[src/rtl/seq_det_sched.sv]
// Round-robin scheduler that feeds one W-bit word at a time, MSB first, through a
// shared overlapping Mealy pattern detector and reports the per-word match count.
`timescale 1ns/1ps
module seq_det_sched #(
    parameter int NREQ = 4,
    parameter int W    = 8,
    parameter int IW   = $clog2(NREQ),
    parameter int CW   = $clog2(W) + 1
) (
    input  logic              clk,
    input  logic              rst,
    input  logic [NREQ-1:0]   req_valid,
    input  logic [NREQ*W-1:0] req_data,
    output logic [NREQ-1:0]   req_ready,
    input  logic [3:0]        cfg_pat,
    input  logic [2:0]        cfg_len,
    output logic              bit_out,
    output logic              bit_valid,
    output logic              match,
    output logic              res_valid,
    output logic [IW-1:0]     res_id,
    output logic [CW-1:0]     res_count,
    input  logic              res_ready
);
    localparam logic [1:0] S_IDLE   = 2'd0;
    localparam logic [1:0] S_SHIFT  = 2'd1;
    localparam logic [1:0] S_REPORT = 2'd2;

    logic [1:0]    r_state;
    logic [IW-1:0] r_ptr;
    logic [IW-1:0] r_gid;
    logic [W-1:0]  r_shift;
    logic [3:0]    r_pat;
    logic [2:0]    r_len;
    logic [2:0]    r_hist;
    logic [CW-1:0] r_idx;
    logic [CW-1:0] r_count;

    logic          w_any;
    logic [IW-1:0] w_grant;
    logic [2:0]    w_len_clamp;
    logic [3:0]    w_mask;
    logic [3:0]    w_hist_next;
    logic          w_enough;
    logic          w_last;

    // First valid requester at or above the pointer, wrapping around.
    always_comb begin : grant_search
        int unsigned idx;
        w_any   = 1'b0;
        w_grant = '0;
        idx     = 0;
        for (int unsigned k = 0; k < NREQ; k++) begin
            idx = (32'(r_ptr) + k) % NREQ;
            if (!w_any && req_valid[idx]) begin
                w_any   = 1'b1;
                w_grant = IW'(idx);
            end
        end
    end

    always_comb begin
        req_ready = '0;
        if (rst && (r_state == S_IDLE) && w_any)
            req_ready[w_grant] = 1'b1;
    end

    always_comb begin
        if (cfg_len == 3'd0)
            w_len_clamp = 3'd1;
        else if (cfg_len > 3'd4)
            w_len_clamp = 3'd4;
        else
            w_len_clamp = cfg_len;
    end

    always_comb begin
        case (r_len)
            3'd1:    w_mask = 4'b0001;
            3'd2:    w_mask = 4'b0011;
            3'd3:    w_mask = 4'b0111;
            default: w_mask = 4'b1111;
        endcase
    end

    assign bit_valid   = (r_state == S_SHIFT);
    assign bit_out     = bit_valid & r_shift[W-1];
    assign w_hist_next = {r_hist, r_shift[W-1]};
    // A match needs at least len bits of this word, so history never leaks across grants.
    assign w_enough    = (32'(r_idx) + 32'd1) >= 32'(r_len);
    assign match       = bit_valid && w_enough && ((w_hist_next & w_mask) == (r_pat & w_mask));
    assign w_last      = (r_idx == CW'(W - 1));

    assign res_valid = (r_state == S_REPORT);
    assign res_id    = r_gid;
    assign res_count = r_count;

    always_ff @(posedge clk or negedge rst) begin
        if (!rst) begin
            r_state <= S_IDLE;
            r_ptr   <= '0;
            r_gid   <= '0;
            r_shift <= '0;
            r_pat   <= '0;
            r_len   <= 3'd1;
            r_hist  <= '0;
            r_idx   <= '0;
            r_count <= '0;
        end else begin
            case (r_state)
                S_IDLE: begin
                    if (w_any) begin
                        r_shift <= req_data[w_grant*W +: W];
                        r_pat   <= cfg_pat;
                        r_len   <= w_len_clamp;
                        r_gid   <= w_grant;
                        r_ptr   <= (w_grant == IW'(NREQ - 1)) ? '0 : w_grant + 1'b1;
                        r_hist  <= '0;
                        r_idx   <= '0;
                        r_count <= '0;
                        r_state <= S_SHIFT;
                    end
                end
                S_SHIFT: begin
                    r_shift <= {r_shift[W-2:0], 1'b0};
                    r_hist  <= w_hist_next[2:0];
                    r_idx   <= r_idx + 1'b1;
                    if (match)
                        r_count <= r_count + 1'b1;
                    if (w_last)
                        r_state <= S_REPORT;
                end
                S_REPORT: begin
                    if (res_ready)
                        r_state <= S_IDLE;
                end
                default: r_state <= S_IDLE;
            endcase
        end
    end
endmodule

[config.mk]
export PLATFORM = sky130hd
export DESIGN_NAME = seq_det_sched
export DESIGN_NICKNAME = d
export VERILOG_FILES = /design/src/rtl/seq_det_sched.sv
export SDC_FILE = /design/constraint.sdc
export NUM_CORES = 1
export LEC_CHECK = 0
export BUFFER_PORTS_ARGS = -buffer_cell sky130_fd_sc_hd__clkbuf_2
export CAP_MARGIN = 0
export CELL_PAD_IN_SITES_DETAIL_PLACEMENT = 1
export CELL_PAD_IN_SITES_GLOBAL_PLACEMENT = 1
export CORE_AREA = 2 2 83 85
export CTS_CLUSTER_SIZE = 14
export DETAILED_ROUTE_END_ITERATION = 7
export DIE_AREA = 0 0 85 87
export GPL_TIMING_DRIVEN = 0
export PLACE_DENSITY = 0.64
export SYNTH_ARGS = -nofsm -noshare
export SYNTH_HDL_FRONTEND = slang
export SYNTH_SLANG_ARGS = --single-unit
[constraint.sdc]
create_clock -name clk -period 2.1 [get_ports clk]
set_input_delay 0.21 -clock clk [delete_from_list [all_inputs] [get_ports clk]]
set_output_delay 0.21 -clock clk [all_outputs]
set_load 0.01 [all_outputs]
==> results.cfg <==
[yosys]
postSynth.asyncResetShare = 1.00
synth-seq-cells = 32
synthesis.instances = 205
post_synth_instance_area_um2 = 1890
yosysSeqAreaShare = 0.425
synth_nets = 260
ys_types = 36
synth-edff-count = 0
leading_register_cell_type_out_of_synthesis = dfrtp_1
synthesis.area_per_instance_um2 = 9.20
yosysWarnings = 0

[min_path]
worstHoldPathType = input port to asynchronous set/reset pin

[run_status]
violations = negative setup slack
status = complete, but fails checks

[finish]
final_layout_size_suffix_gt1_frac = 0.410
multi_input_area_um2 = 1130
area.growth.synth_to_final_pct = 42.7
final_cells = 370
seqCellArea_um2 = 803
diodes = 0
final.fill_count = 779
final_net_count = 344

[grt]
vias_in_the_first_global_route = 1976
antenna_violations_before_repair = 0
grt_first_pass_wirelength_um = 9070
maximum_number_of_pins_on_one_net_before_global_route_repair = 37
total_congestion_overflow = 0
grt_usage = 0.155

[timing]
grt_setup_unrepaired = true
fin_worst_skew_ns = 0.00763
max_clock_freq_mhz = 461
slew_viol_final = 0
worstMarginPinSlew_ns = 0.875
fin_ws_ns = -0.0703
fin_crit_ns = 2.17
final_min_period_over_clock_period = 1.03
setup-violations-final = 1
hold_viol = 0
slew-limit-headroom = 0.417

[power_and_ir_drop]
switching_share = 0.410
pwr-share-comb = 0.565
power_internal_mw = 2.26
vdd.ir_drop.worst_uv = 588
power.switching_mw = 1.58
power_density_nw_per_um2 = 1430
static_power_due_to_leakage_nw = 1.29
pwr-share-clk = 0.137
seqPwrFrac = 0.298

[die]
fp.dieArea_um2 = 7400
row_count = 30
core_area_um2 = 6570
die_x_um = 85
initial_core_utilization = 0.287
chipHeight_um = 87
io_pins = 60

[worst_setup_path]
critical_path.max_fanout = 3
critPathRequiredTime_ns = 1.89
worst-setup-path-type = register to primary output
setup.worst_path.start_class = register
timing.critical_path.to_type = primary output
worstPathArrival_ns = 1.96

[cts]
cts-root-buf = clkbuf_8
tritoncts.num_buffers = 5
tritoncts_clock_tree = built
ctsHoldBuffers = 0
insertion_delay_ns = 0.28
cts-root-to-sink-buffers = 2
clk_pin_slew_ns = 0.07
htreeDepth = 2
clock_sinks = 32

[detailed_routing]
drc = 0
drtIter0Drc = 53
postRouteAntennaNets = 0
wl_per_cell_um = 14.7
post_drt_via_cell_ratio = 4.97
detailroute.via_count = 1839
finalWirelength_um = 5430
dr.pass1.iters = 4

[place]
routability_congestion_estimate_from_global_placement = 0.759
placedCellCount = 344
detailedPlacementHpwl_um = 3820
placement.io_buffers = 59
placement.setup.worst_slack_ns = -0.0262

[flow_run]
max_cap_violations = 0
==> Yosys cell counts, types with 4 or more instances <==
cell type,instances,area share
mux4_2,7,0.084
nand3_1,5,0.013
a21oi_1,22,0.058
nand2_1,40,0.080
dfrtp_1,31,0.41
ha_1,9,0.060
and3_1,4,0.013
nor2_1,13,0.026
nand2b_1,4,0.013
clkbuf_1,6,0.012
inv_1,10,0.020
o21ai_0,14,0.037
==> layout make-up <==
class                   instances  area share
repair buffers                 80       0.181
inverters                      10      0.0158
multi-input cells             154       0.421
plain buffers                   6     0.00930
well taps                      80      0.0372
clock buffers                   8      0.0372
flip-flops and latches         32       0.298
==> per-stage QoR <==
step	setup TNS, ns	utilization	power [mW]	hold WS (ns)	instance area (µm²)
6_report	-0.0703	0.410	3.84	0.0333	2690
5_1_grt	-0.224	0.410	4.21	0.107	2690
4_1_cts	-0.0931	0.386	3.59	0.0534	2540
3_5_place_dp	-0.0289	0.347	2.78	0.364	2280
3_3_place_gp	0	0.347	2.72	0.384	2280
2_1_floorplan	0	-	2.27	-0.0856	1890
==> cells in the final DEF (no fill, tap or decap), types with 3 or more instances in the layout <==
cell      instances
clkbuf_2         54
nand2_1          40
dfrtp_1          30
a21oi_1          21
buf_4            18
nor2_1           13
o21ai_0          13
inv_1             7
mux4_2            7
clkbuf_8          7
clkbuf_1          5
ha_4              5
buf_6             5
buf_2             4
nand3_1           4
mux2i_1           3
nand2b_1          3
a21o_1            3
xnor2_1           3
o31ai_1           3
ha_1              3
==> registers in the layout (all words and copies together), names as in the netlist, 3 cells and up <==
signal     count
res_count      4
r_hist         3
r_len          3
r_pat          4
r_idx          4
r_shift        8
==> path summary, 6_finish.rpt <==
check	from	end	slack (ns)	cells past startpoint
max	r_idx[1]	match	-0.07	7
max in group asynchronous	rst	r_ptr[1]	1.47	1
min	rst	res_id[1]	0.03	1
min in group clk	cfg_len[2]	r_len[0]	0.10	2
max reg2reg	r_idx[1]	res_count[3]	0.09	8
min reg2reg	res_id[1]	res_id[1]	0.49	2
==> metal layers <==
layer	up-vias	global-route usage	part of all wire
li1	881	-	-
met1	886	0.182	0.42
met2	61	0.271	0.50
met3	11	0.0512	0.059
met4	0	0.0447	0.019
met5	-	0	0
==> worst max-delay path, cell delays in order (launching register included) <==
cell     delay (ns)
dfrtp_1        0.43
ha_4           0.30
ha_4           0.19
a21o_1         0.17
a211o_1        0.34
nand3_4        0.09
inv_2          0.04
buf_6          0.11
==> power by group through the flow <==
stage / Sequential (mW) / Combinational, mW / Clock, mW
final: 1.14 / 2.17 / 0.526
after global routing: 1.18 / 2.45 / 0.574
after CTS: 1.14 / 1.91 / 0.544
after detailed placement: 1.15 / 1.63 / 0
after global placement: 1.14 / 1.58 / 0
after floorplan: 1.09 / 1.17 / 0
==> cells by family after synthesis <==
kind of cell,after synthesis,synth area share
xor+xnor,5,0.0232
flops,32,0.425
fa+ha+maj,9,0.0597
mux,12,0.111
compound gates,50,0.152
simple gates,78,0.185
buf+inv,19,0.0431
==> timing repair <==
item | in CTS | in global routing
pin swaps | 3 | 13
hold endpoints to repair | 0 | 0
cloned | 0 | 0
setup buffers | 13 | 9
resized for setup | 15 | 29
setup endpoints to repair | 7 | 18
Power figures use the tool's default switching activity.
